==> src/rtl/cpu_io_bridge_if.sv <==
// Bus bundle between the Z80 I/O pins and the peripheral request ports.
//
// Handshake: the bridge raises exactly one bit of req for a single cycle
// per decoded transaction, and wr/data_out are stable while it is high.
// The selected peripheral answers with a one-cycle (or longer) ack on its
// own bit, starting no earlier than the cycle after req. For a read,
// data_in for that channel must be valid in the same cycle as ack.
// ack bits of channels other than the selected one are ignored.
interface cpu_io_bridge_if #(
  parameter int NUM_CH = 2
);
  logic [5:0]          A;
  logic                rd_iorq_n;
  logic                wr_iorq_n;
  logic [7:0]          cd_in;
  logic [7:0]          cd_out;
  logic                cd_oe;
  logic                cs_n;
  logic [NUM_CH-1:0]   req;
  logic                wr;
  logic [7:0]          data_out;
  logic [NUM_CH*8-1:0] data_in;
  logic [NUM_CH-1:0]   ack;
  logic                timeout;

  // Bridge side
  modport slave (
    input  A, rd_iorq_n, wr_iorq_n, cd_in, data_in, ack,
    output cd_out, cd_oe, cs_n, req, wr, data_out, timeout
  );

  // CPU pins plus peripherals, as seen from outside the bridge
  modport master (
    output A, rd_iorq_n, wr_iorq_n, cd_in, data_in, ack,
    input  cd_out, cd_oe, cs_n, req, wr, data_out, timeout
  );
endinterface

==> src/rtl/cpu_io_bridge.sv <==
// Z80 I/O-bus bridge: synchronises the async I/O strobes, decodes A[7:2]
// against per-channel base/mask pairs, issues a single-cycle request to the
// selected peripheral, waits for ack (with timeout) and drives read data
// back to the CPU until the strobe is released.
module cpu_io_bridge #(
  parameter int                  NUM_CH      = 2,
  // Channel 0 sits in the LSBs: channel 0 = 6'h26, channel 1 = 6'h14.
  parameter logic [NUM_CH*6-1:0] CH_BASE     = {6'h14, 6'h26},
  parameter logic [NUM_CH*6-1:0] CH_MASK     = {6'h3F, 6'h3F},
  parameter int                  SYNC_STAGES = 2,
  parameter int                  ACK_TIMEOUT = 15
) (
  input  logic                  clk,
  input  logic                  reset_n,
  cpu_io_bridge_if.slave        bus,
  output logic [2:0]            state_dbg
);

  typedef enum logic [2:0] {
    ST_ARM  = 3'd0,
    ST_IDLE = 3'd1,
    ST_REQ  = 3'd2,
    ST_WAIT = 3'd3,
    ST_HOLD = 3'd4
  } state_t;

  state_t state_q, state_d;

  logic [SYNC_STAGES-1:0] rd_sync, wr_sync;
  logic                   rd_prev, wr_prev;
  logic                   rd_s, wr_s;

  // ARM flush counter: the synchroniser resets to 1, so ARM must let the
  // real pin level propagate through every stage before trusting "high".
  logic [1:0]        arm_cnt_q, arm_cnt_d;
  logic [NUM_CH-1:0] sel_q, sel_d;
  logic              rd_txn_q, rd_txn_d;   // matched read in progress
  logic              is_wr_q, is_wr_d;
  logic              rose_q, rose_d;       // active strobe seen high mid-transaction
  logic [7:0]        cnt_q, cnt_d;

  logic              cs_n_q, cs_n_d;
  logic              cd_oe_q, cd_oe_d;
  logic [7:0]        cd_out_q, cd_out_d;
  logic [NUM_CH-1:0] req_q, req_d;
  logic              wr_q, wr_d;
  logic [7:0]        data_out_q, data_out_d;
  logic              timeout_q, timeout_d;

  logic              hit;
  logic [NUM_CH-1:0] hit_oh;
  logic [7:0]        data_sel;
  logic              ack_sel;
  logic              rd_fall, wr_fall;
  logic              act_s, rose_now;

  assign rd_s    = rd_sync[SYNC_STAGES-1];
  assign wr_s    = wr_sync[SYNC_STAGES-1];
  assign rd_fall = rd_prev & ~rd_s;
  assign wr_fall = wr_prev & ~wr_s;
  assign act_s   = is_wr_q ? wr_s : rd_s;
  assign rose_now = rose_q | act_s;
  assign ack_sel = |(bus.ack & sel_q);

  // Strobe synchronisers and one-cycle-delayed copies for edge detection
  always_ff @(posedge clk) begin
    if (!reset_n) begin
      rd_sync <= '1;
      wr_sync <= '1;
      rd_prev <= 1'b1;
      wr_prev <= 1'b1;
    end else begin
      if (SYNC_STAGES > 1) begin
        rd_sync <= {rd_sync[SYNC_STAGES-2:0], bus.rd_iorq_n};
        wr_sync <= {wr_sync[SYNC_STAGES-2:0], bus.wr_iorq_n};
      end else begin
        rd_sync <= {SYNC_STAGES{bus.rd_iorq_n}};
        wr_sync <= {SYNC_STAGES{bus.wr_iorq_n}};
      end
      rd_prev <= rd_s;
      wr_prev <= wr_s;
    end
  end

  // Address decode: lowest matching channel index wins
  always_comb begin
    hit    = 1'b0;
    hit_oh = '0;
    for (int i = NUM_CH - 1; i >= 0; i--) begin
      if (((bus.A ^ CH_BASE[i*6 +: 6]) & CH_MASK[i*6 +: 6]) == 6'd0) begin
        hit       = 1'b1;
        hit_oh    = '0;
        hit_oh[i] = 1'b1;
      end
    end
  end

  // Read-data mux for the selected (one-hot) channel
  always_comb begin
    data_sel = 8'h00;
    for (int i = 0; i < NUM_CH; i++) begin
      data_sel = data_sel | (bus.data_in[i*8 +: 8] & {8{sel_q[i]}});
    end
  end

  // Next-state and next-output logic
  always_comb begin
    state_d    = state_q;
    arm_cnt_d  = arm_cnt_q;
    sel_d      = sel_q;
    rd_txn_d   = rd_txn_q;
    is_wr_d    = is_wr_q;
    rose_d     = rose_q;
    cnt_d      = cnt_q;
    cs_n_d     = cs_n_q;
    cd_oe_d    = cd_oe_q;
    cd_out_d   = cd_out_q;
    req_d      = '0;
    wr_d       = wr_q;
    data_out_d = data_out_q;
    timeout_d  = 1'b0;

    case (state_q)
      ST_ARM: begin
        if (arm_cnt_q != 2'(SYNC_STAGES)) begin
          arm_cnt_d = arm_cnt_q + 2'd1;
        end else if (rd_s && wr_s) begin
          state_d = ST_IDLE;
        end
      end

      ST_IDLE: begin
        if (rd_fall && wr_fall) begin
          // Simultaneous read and write strobes are nonsense: ignore it.
          sel_d    = '0;
          rd_txn_d = 1'b0;
          rose_d   = 1'b0;
          state_d  = ST_HOLD;
        end else if ((rd_fall && wr_s) || (wr_fall && rd_s)) begin
          is_wr_d    = wr_fall;
          wr_d       = wr_fall;
          data_out_d = bus.cd_in;
          rose_d     = 1'b0;
          if (hit) begin
            sel_d    = hit_oh;
            req_d    = hit_oh;
            cs_n_d   = 1'b0;
            rd_txn_d = ~wr_fall;
            state_d  = ST_REQ;
          end else begin
            sel_d    = '0;
            rd_txn_d = 1'b0;
            state_d  = ST_HOLD;
          end
        end
      end

      ST_REQ: begin
        rose_d  = rose_now;
        cnt_d   = 8'd0;
        state_d = ST_WAIT;
      end

      ST_WAIT: begin
        rose_d = rose_now;
        if (ack_sel) begin
          // ack on the expiry cycle still wins over the timeout
          if (rd_txn_q) cd_out_d = data_sel;
          cd_oe_d = rd_txn_q & ~rose_now;
          state_d = ST_HOLD;
        end else if (cnt_q == 8'(ACK_TIMEOUT - 1)) begin
          timeout_d = 1'b1;
          if (rd_txn_q) cd_out_d = 8'hFF;
          cd_oe_d = rd_txn_q & ~rose_now;
          state_d = ST_HOLD;
        end else begin
          cnt_d = (cnt_q == 8'hFF) ? cnt_q : cnt_q + 8'd1;
        end
      end

      ST_HOLD: begin
        if (rd_s && wr_s) begin
          cs_n_d  = 1'b1;
          cd_oe_d = 1'b0;
          state_d = ST_IDLE;
        end
      end

      default: begin
        state_d = ST_ARM;
      end
    endcase
  end

  // State and output registers
  always_ff @(posedge clk) begin
    if (!reset_n) begin
      state_q    <= ST_ARM;
      arm_cnt_q  <= 2'd0;
      sel_q      <= '0;
      rd_txn_q   <= 1'b0;
      is_wr_q    <= 1'b0;
      rose_q     <= 1'b0;
      cnt_q      <= 8'd0;
      cs_n_q     <= 1'b1;
      cd_oe_q    <= 1'b0;
      cd_out_q   <= 8'h00;
      req_q      <= '0;
      wr_q       <= 1'b0;
      data_out_q <= 8'h00;
      timeout_q  <= 1'b0;
    end else begin
      state_q    <= state_d;
      arm_cnt_q  <= arm_cnt_d;
      sel_q      <= sel_d;
      rd_txn_q   <= rd_txn_d;
      is_wr_q    <= is_wr_d;
      rose_q     <= rose_d;
      cnt_q      <= cnt_d;
      cs_n_q     <= cs_n_d;
      cd_oe_q    <= cd_oe_d;
      cd_out_q   <= cd_out_d;
      req_q      <= req_d;
      wr_q       <= wr_d;
      data_out_q <= data_out_d;
      timeout_q  <= timeout_d;
    end
  end

  assign bus.cs_n     = cs_n_q;
  assign bus.cd_oe    = cd_oe_q;
  assign bus.cd_out   = cd_out_q;
  assign bus.req      = req_q;
  assign bus.wr       = wr_q;
  assign bus.data_out = data_out_q;
  assign bus.timeout  = timeout_q;
  assign state_dbg    = state_q;

endmodule

==> src/flat_wrapper.sv <==
// flat-port wrapper written by rule: the top's interface ports become plain ports
module cpu_io_bridge_flat 
#(
  parameter int                  NUM_CH      = 2,
                                                                      
  parameter logic [NUM_CH*6-1:0] CH_BASE     = {6'h14, 6'h26},
  parameter logic [NUM_CH*6-1:0] CH_MASK     = {6'h3F, 6'h3F},
  parameter int                  SYNC_STAGES = 2,
  parameter int                  ACK_TIMEOUT = 15
)
  (clk, reset_n, state_dbg, bus_A, bus_rd_iorq_n, bus_wr_iorq_n, bus_cd_in, bus_data_in, bus_ack, bus_cd_out, bus_cd_oe, bus_cs_n, bus_req, bus_wr, bus_data_out, bus_timeout);
  cpu_io_bridge_if #(.NUM_CH(NUM_CH)) bus_i ();
  input  logic clk;
  input  logic reset_n;
  output logic [2:0] state_dbg;
  input wire logic [$bits(bus_i.A)-1:0] bus_A;
  input wire logic [$bits(bus_i.rd_iorq_n)-1:0] bus_rd_iorq_n;
  input wire logic [$bits(bus_i.wr_iorq_n)-1:0] bus_wr_iorq_n;
  input wire logic [$bits(bus_i.cd_in)-1:0] bus_cd_in;
  input wire logic [$bits(bus_i.data_in)-1:0] bus_data_in;
  input wire logic [$bits(bus_i.ack)-1:0] bus_ack;
  output wire logic [$bits(bus_i.cd_out)-1:0] bus_cd_out;
  output wire logic [$bits(bus_i.cd_oe)-1:0] bus_cd_oe;
  output wire logic [$bits(bus_i.cs_n)-1:0] bus_cs_n;
  output wire logic [$bits(bus_i.req)-1:0] bus_req;
  output wire logic [$bits(bus_i.wr)-1:0] bus_wr;
  output wire logic [$bits(bus_i.data_out)-1:0] bus_data_out;
  output wire logic [$bits(bus_i.timeout)-1:0] bus_timeout;
  assign bus_i.A = bus_A;
  assign bus_i.rd_iorq_n = bus_rd_iorq_n;
  assign bus_i.wr_iorq_n = bus_wr_iorq_n;
  assign bus_i.cd_in = bus_cd_in;
  assign bus_i.data_in = bus_data_in;
  assign bus_i.ack = bus_ack;
  assign bus_cd_out = bus_i.cd_out;
  assign bus_cd_oe = bus_i.cd_oe;
  assign bus_cs_n = bus_i.cs_n;
  assign bus_req = bus_i.req;
  assign bus_wr = bus_i.wr;
  assign bus_data_out = bus_i.data_out;
  assign bus_timeout = bus_i.timeout;
  cpu_io_bridge #(.NUM_CH(NUM_CH), .CH_BASE(CH_BASE), .CH_MASK(CH_MASK), .SYNC_STAGES(SYNC_STAGES), .ACK_TIMEOUT(ACK_TIMEOUT)) u_core (.clk(clk), .reset_n(reset_n), .bus(bus_i), .state_dbg(state_dbg));
endmodule
==> config.mk <==
export PLATFORM = sky130hd
export DESIGN_NAME = cpu_io_bridge_flat
export DESIGN_NICKNAME = d
export VERILOG_FILES = /design/src/rtl/cpu_io_bridge_if.sv /design/src/rtl/cpu_io_bridge.sv /design/src/flat_wrapper.sv
export SDC_FILE = /design/constraint.sdc
export NUM_CORES = 1
export LEC_CHECK = 0
export ABC_CLOCK_PERIOD_IN_PS = 2200
export CAP_MARGIN = 0
export CORE_ASPECT_RATIO = 0.9
export CORE_MARGIN = 10
export CORE_UTILIZATION = 50
export DETAILED_ROUTE_END_ITERATION = 10
export DONT_BUFFER_PORTS = 1
export SETUP_SLACK_MARGIN = 0.1
export SYNTH_ARGS = -nofsm -noshare
export SYNTH_HDL_FRONTEND = slang
export SYNTH_SLANG_ARGS = --single-unit
export TNS_END_PERCENT = 50
==> constraint.sdc <==
create_clock -name clk -period 2.2 [get_ports clk]
set_input_delay 0.44 -clock clk [delete_from_list [all_inputs] [get_ports clk]]
set_output_delay 0.44 -clock clk [all_outputs]
set_load 0.1 [all_outputs]
==> flow_summary_export.csv, run 1 <==
group,metric,value,unit
synthesis,synth_async_sr_flop_share,0,%
synthesis,syn-instance-count,223,
synthesis,part_of_the_yosys_area_used_for_sequential_elements,43.2,%
clock_network,cts.sinks,45,
synthesis,synth-edff-count,0,
route,detailed_route_wl,5.23,mm
setup_path,setup.worst_path.end_class,"register",
grt,grt_use_total,15.3,%
route,route.vias.total,1780,
sta,post-route-period-util,85.5,%
power_and_ir_drop,power_density,709,nW/um^2
floorplan,ios,61,
synthesis,dominantRegCellSynth,"sky130_fd_sc_hd__dfxtp_1",
sta,period_minus_slack,1880,ps
floorplan,std_cell_rows,22,
power_and_ir_drop,worst_supply_voltage_drop_on_vdd,0.000581,V
status,status,"finished, final reports clean",
floorplan,placeableCoreArea,4050,sq um
setup_path,timing.critical_path.max_delay_family,"compound AO/OA/AOI/OAI gates",
route,antenna_left,0,
placement,post-dp-hpwl,3.98,mm
flow_run,maxCapViolations,0,
setup_path,critical_path.reg2reg.startpoint,"u_core.state_dbg[1]$_SDFFE_PN0P_",
route,drt-pass1-iter-count,4,
grt,grt.overflow.total,0,
placement,placed_cells_incl_taps,287,
route,first_iter_violations,129,
placement,placed_cell_area,2320,sq um
sta,worst-slew-pin-transition,594,ps
clock_network,cts-hold-fix-buffers,0,
setup_path,crit_path_max_incr_delay,620,ps
setup_path,data_arrival_time_of_the_critical_path,2050,ps
synthesis,yosys.cell_types.count,52,
floorplan,die-height,81.3,um
floorplan,initial_cell_density_of_the_core,51.5,%
cells_and_area,finish.cell_count_without_fillers,294,
setup_path,timing.critical_path.from,"u_core.state_dbg[1]$_SDFFE_PN0P_",
clock_network,clk_pin_slew_worst_paths,80,ps
route,routed_wire_length_per_instance,17.8,um
sta,finalHoldViolCount,0,
cells_and_area,syn_to_layout_area_delta,16.6,%
cells_and_area,final_layout_size_suffix_gt1_share,17.9,%
grt,initial_antenna_violation_count,0,
setup_path,critical_path_peak_fanout,14,
placement,routabilityCongestion,0.823,
grt,grt_pass1_wl,8.69,mm
cells_and_area,antenna-diode-count,0,
worst_hold_path,min-delay-path-class,"in2reg",
sta,fmax,0.532,GHz
sta,grt_setup_unrepaired,"yes",
cells_and_area,layout.filler_cells,364,
synthesis,synthesis.area,2080,sq um
route,drt-vias-per-instance,6.05,
power_and_ir_drop,power,1.72,mW
synthesis,synth.yosys.warnings,0,
route,routed-wl-met2,2.53,mm
setup_path,critical_path_cell_by_cell,"nor2b_1, o21ai_0, o211ai_1, o221ai_1",
sta,setup_total_negative_slack,0,ps
floorplan,die-area,7160,sq um
sta,max_slew_margin,60.3,%
clock_network,cts_root_buf,"sky130_fd_sc_hd__clkbuf_8",
route,remaining_drc_errors,0,
placement,numPortBuffers,0,
setup_path,critical_path_buf_inv_count,0,
cells_and_area,finish.net_count,285,
sta,fin_skew,1.79,ps
route,route.top_layer_used,"met4",
clock_network,cts_tree,"built",
power_and_ir_drop,power.static_leakage,0.855,nW
clock_network,ctsLongestPathBuffers,2,
clock_network,cts_buffers,5,
synthesis,ys_seq_elements,45,
floorplan,die_x,88.1,um
grt,maximum_number_of_pins_on_one_net_before_global_route_repair,28,
clock_network,clk-insertion-delay-late,300,ps
synthesis,syn_nets,262,
clock_network,htreeDepth,2,
setup_path,timing.critical_path.slowest_stage_cell,"sky130_fd_sc_hd__dfxtp_1",
setup_path,critPathLaunchType,"register",
route,routedLengthMet1,2.25,mm
cells_and_area,finish.instance_area,2430,sq um
worst_hold_path,worst_hold_startpoint,"reset_n",
route,wl_met3,375,um
grt,first_global_vias,1766,
sta,slew_violations,0,
sta,finalSetupViolCount,0,
setup_path,setup.reg_to_reg.worst_slack,320,ps
setup_path,cp.required,2370,ps
synthesis,syn-mean-instance-area,9.35,sq um
setup_path,timing_worst_setup_path_type,"reg2reg",
[Yosys cell counts, types with 4 or more instances]
cell | n | area share, %
sky130_fd_sc_hd__clkbuf_1 | 12 | 2.2
sky130_fd_sc_hd__o221a_1 | 9 | 4.9
sky130_fd_sc_hd__mux2i_1 | 11 | 5.3
sky130_fd_sc_hd__dfxtp_1 | 45 | 43
sky130_fd_sc_hd__nand2b_1 | 10 | 3.0
sky130_fd_sc_hd__a22oi_1 | 10 | 3.6
sky130_fd_sc_hd__nand2_1 | 7 | 1.3
sky130_fd_sc_hd__nand3_1 | 14 | 3.4
sky130_fd_sc_hd__a21oi_1 | 6 | 1.4
sky130_fd_sc_hd__inv_1 | 6 | 1.1
sky130_fd_sc_hd__nor4_1 | 4 | 1.2
sky130_fd_sc_hd__nor2_1 | 19 | 3.4
sky130_fd_sc_hd__o21ai_0 | 5 | 1.2
sky130_fd_sc_hd__o21ai_1 | 4 | 0.96
[report_power, final]
part / switching, mW / internal, mW
Sequential: 0.0172 / 0.846
Clock: 0.271 / 0.330
Combinational: 0.174 / 0.0855
[per-stage QoR]
| stage | setup WS (ps) | util, % | hold slack [ps] |
|---|---|---|---|
| global route | 84.1 | 60.1 | 202 |
| finish | 319 | 60.1 | 211 |
| detailed placement | 257 | 57.3 | 395 |
| global placement | 330 | 57.3 | 411 |
| CTS | 242 | 59.9 | 204 |
| floorplan | 46.5 | - | 386 |
[cell usage in the layout (no fill, tap or decap), types with 2 or more instances in the layout]
cell	n
sky130_fd_sc_hd__nand4b_1	3
sky130_fd_sc_hd__a21oi_1	6
sky130_fd_sc_hd__ha_1	3
sky130_fd_sc_hd__o21ai_0	5
sky130_fd_sc_hd__nand2b_1	10
sky130_fd_sc_hd__nor2b_1	2
sky130_fd_sc_hd__o31ai_1	2
sky130_fd_sc_hd__nor3_1	2
sky130_fd_sc_hd__o21a_1	2
sky130_fd_sc_hd__nor3b_1	3
sky130_fd_sc_hd__nor2_1	19
sky130_fd_sc_hd__nand3_1	14
sky130_fd_sc_hd__clkbuf_8	5
sky130_fd_sc_hd__buf_4	29
sky130_fd_sc_hd__a32oi_1	2
sky130_fd_sc_hd__dfxtp_2	2
sky130_fd_sc_hd__a22oi_1	10
sky130_fd_sc_hd__and3_1	2
sky130_fd_sc_hd__dfxtp_1	43
sky130_fd_sc_hd__o22ai_1	2
sky130_fd_sc_hd__o2111ai_1	3
sky130_fd_sc_hd__a211oi_1	2
sky130_fd_sc_hd__o21ai_1	4
sky130_fd_sc_hd__o31a_1	2
sky130_fd_sc_hd__o211ai_1	3
sky130_fd_sc_hd__nor4_1	4
sky130_fd_sc_hd__nand4_1	3
sky130_fd_sc_hd__mux2i_1	11
sky130_fd_sc_hd__nand3b_1	2
sky130_fd_sc_hd__o221a_1	9
sky130_fd_sc_hd__inv_1	6
sky130_fd_sc_hd__nand2_1	7
[registers in the layout, indices dropped and copies added, names as in the netlist]
register / count
u_core.cnt_q: 8
u_core.state_dbg: 3
u_core.rd_txn_q: 1
u_core.bus.data_out: 8
u_core.rose_q: 1
u_core.wr_prev: 1
u_core.rd_prev: 1
u_core.bus.cd_oe: 1
u_core.wr_sync: 2
u_core.is_wr_q: 1
u_core.sel_q: 2
u_core.bus.req: 2
u_core.bus.cs_n: 1
u_core.bus.cd_out: 8
u_core.arm_cnt_q: 2
u_core.bus.timeout: 1
u_core.rd_sync: 2
[layer usage]
layer | global-route usage [%] | vias up
met2 | 25.1 | 39
met4 | 6.27 | 0
met3 | 5.50 | 9
li1 | - | 890
met5 | 0 | -
met1 | 17.9 | 842
[area by class of cell]
cell class              instances  area [sq um]  share of cell area [%]
multi-input cells             158          1120                    46.1
flip-flops and latches         45           903                    37.2
repair buffers                 29           218                    8.96
clock buffers                   5          68.8                    2.83
well taps                      48          60.1                    2.47
clock inverters                 2          35.0                    1.44
inverters                       7          26.3                    1.08
[cells by family after synthesis]
kind of cell               after synthesis  synth area share (%)
and+or+nand+nor                         82                  22.9
adders and majority gates                3                  1.80
AOI/OAI and AO/OA                       61                  22.7
buffers and inverters                   20                  3.66
DFF                                     45                  43.2
xor gates and xnor gates                 1                 0.420
muxes                                   11                  5.28
[repair_timing]
action,in CTS,in global routing
endpoints found under the setup margin,0,9
setup buffers,0,0
gates resized for setup,0,1
[worst reg2reg max path: cells and delay by family (launching register included)]
kind / cells / cell delay, ps
simple gates: 1 / 380
compound gates: 3 / 750
flops: 1 / 620
[path summary, 6_finish.rpt]
path | end | depth (start not counted)
worst max-delay path | u_core.cnt_q[7]$_SDFFE_PN0P_ | 4
worst min-delay path | u_core.rd_sync[1]$_SDFF_PN1_ | 1
worst max register to register | u_core.cnt_q[7]$_SDFFE_PN0P_ | 4
worst min register to register | u_core.rd_sync[1]$_SDFF_PN1_ | 1
Note: power is estimated with default switching activity, not from simulation.
==> run 2: changes to the inputs <==
- CORE_ASPECT_RATIO: 0.9 -> 0.5
==> run 2 against run 1 <==
- via count is 0.67% lower
- die area is 2.1% higher
- sequential cell count stayed put
- highest routed layer unchanged
- setup slack better by 0.81 ps
- critical path depth stayed put
- combinational power hardly changed
- clock-buffer cell count is 2 higher
==> flow_summary_export.csv, run 2 (same netlist as run 1, synthesis figures left out) <==
group,metric,value,unit
status,status,"finished, final reports clean",
setup_path,critical_path_peak_fanout,10,
floorplan,placeableCoreArea,3960,sq um
clock_network,cts.repair.resized,0,
clock_network,cts-hold-fix-buffers,0,
route,drt-vias-per-instance,5.89,
cells_and_area,finish.instance_area,2430,sq um
sta,post-route-period-util,85.4,%
setup_path,timing_worst_setup_path_type,"reg2reg",
placement,numPortBuffers,0,
placement,routabilityCongestion,0.833,
power_and_ir_drop,power.internal,1.22,mW
clock_network,cts_root_buf,"sky130_fd_sc_hd__clkbuf_8",
clock_network,cts_setup_buffers,0,
route,route.vias.total,1768,
setup_path,data_arrival_time_of_the_critical_path,2070,ps
route,detailed_route_wl,5.00,mm
clock_network,htreeDepth,2,
power_and_ir_drop,p_comb_share,15.4,%
route,first_iter_violations,95,
sta,grt_setup_unrepaired,"no",
grt,grt_pass1_wl,8.45,mm
cells_and_area,final_layout_size_suffix_gt1_share,17.9,%
cells_and_area,finish.cell_count_without_fillers,300,
sta,fmax,0.532,GHz
power_and_ir_drop,power_density,694,nW/um^2
power_and_ir_drop,power_switching,470,uW
floorplan,die-height,65.7,um
setup_path,timing.critical_path.slowest_stage_cell,"sky130_fd_sc_hd__or3_1",
sta,setup_total_negative_slack,0,ps
setup_path,setup.reg_to_reg.worst_slack,320,ps
power_and_ir_drop,worst_supply_voltage_drop_on_vdd,0.000494,V
placement,post-dp-hpwl,3.77,mm
cells_and_area,syn_to_layout_area_delta,16.5,%
clock_network,clk-insertion-delay-late,290,ps
grt,first_global_vias,1702,
clock_network,cts.sinks,45,
cells_and_area,layout.filler_cells,365,
power_and_ir_drop,power.share.clock,33.4,%
floorplan,die-area,7310,sq um
floorplan,ios,61,
setup_path,setup.worst_path.end_class,"register",
grt,grt_use_total,13.8,%
placement,placed_cell_area,2320,sq um
power_and_ir_drop,power_share_of_the_sequential_group,51.2,%
power_and_ir_drop,power.static_leakage,0.851,nW
worst_hold_path,min-delay-path-class,"in2reg",
route,routed_wire_length_per_instance,16.7,um
sta,max_slew_margin,63.0,%
clock_network,ctsLongestPathBuffers,2,
setup_path,critPathLaunchType,"register",
route,antenna_left,0,
setup_path,critical_path_cell_by_cell,"or3_1, o21ai_4, nand3_1, o221a_1",
cells_and_area,commonest_cells_after_routing_fill_and_taps_aside,"sky130_fd_sc_hd__dfxtp_1 (43), sky130_fd_sc_hd__buf_4 (28), sky130_fd_sc_hd__nor2_1 (19)",
clock_network,cts_buffers,5,
grt,grt.overflow.total,0,
power_and_ir_drop,power,1.69,mW
power_and_ir_drop,power.share.switching,27.9,%
grt,maximum_number_of_pins_on_one_net_before_global_route_repair,28,
sta,finalHoldViolCount,0,
grt,initial_antenna_violation_count,0,
floorplan,initial_cell_density_of_the_core,52.6,%
route,drt-pass1-iter-count,4,
floorplan,std_cell_rows,16,
sta,fin_skew,3.89,ps
cells_and_area,finish.net_count,284,
sta,finalSetupViolCount,0,
setup_path,crit_path_max_incr_delay,450,ps
clock_network,clk_pin_slew_worst_paths,80,ps
sta,period_minus_slack,1880,ps
setup_path,cp.required,2390,ps
cells_and_area,antenna-diode-count,0,
cells_and_area,final_common_cell,"sky130_fd_sc_hd__dfxtp_1",
clock_network,cts_tree,"built",
flow_run,maxCapViolations,0,
placement,placed_cells_incl_taps,292,
sta,worst-slew-pin-transition,554,ps
route,remaining_drc_errors,0,
floorplan,die_x,111,um
sta,slew_violations,0,
-- run 2: cell type report --
cell class	count	area [sq um]	share of cell area (%)
Timing Repair Buffer	28	210	8.66
Sequential cell	45	903	37.2
Tap cell	54	67.6	2.78
Multi-Input combinational cell	158	1120	46.1
Clock inverter	1	5.00	0.206
Clock buffer	7	96.3	3.97
Inverter	7	26.3	1.08
-- run 2: path summary, 6_finish.rpt --
kind	from	to	cells past startpoint
max	u_core.cnt_q[5]$_SDFFE_PN0P_	u_core.bus.cd_out[6]$_SDFFE_PN0P_	4
max reg2reg	u_core.cnt_q[5]$_SDFFE_PN0P_	u_core.bus.cd_out[6]$_SDFFE_PN0P_	4
min reg2reg	u_core.rd_sync[0]$_SDFF_PN1_	u_core.rd_sync[1]$_SDFF_PN1_	1
min	reset_n	u_core.rd_sync[1]$_SDFF_PN1_	1
-- run 2: power groups by stage --
stage                     logic (mW)  registers [mW]  clock network [mW]
after detailed placement       0.261           0.883                   0
after CTS                      0.263           0.863               0.574
after floorplan                0.142           0.958                   0
after global routing           0.286           0.867               0.609
final                          0.260           0.863               0.562
after global placement         0.258           0.880                   0
-- run 2: layer usage --
layer  GRT usage (%)  part of all wire [%]
met3            4.53                   5.8
met1            17.9                    50
met4            3.34                  0.58
met2            21.7                    44
met5               0                     0
-- run 2: critical path, delay by kind of cell, from the launching register on --
kind | cells | cell delay (ps)
simple gates | 2 | 780
compound gates | 2 | 640
flops | 1 | 350
-- run 2: metrics by stage --
step	hold slack [ps]	setup WS, ps	util [%]
final	212	320	61.3
after global routing	203	159	61.3
after CTS	210	220	61.1
after detailed placement	398	234	58.5
after global placement	390	273	58.5
after floorplan	386	46.5	-
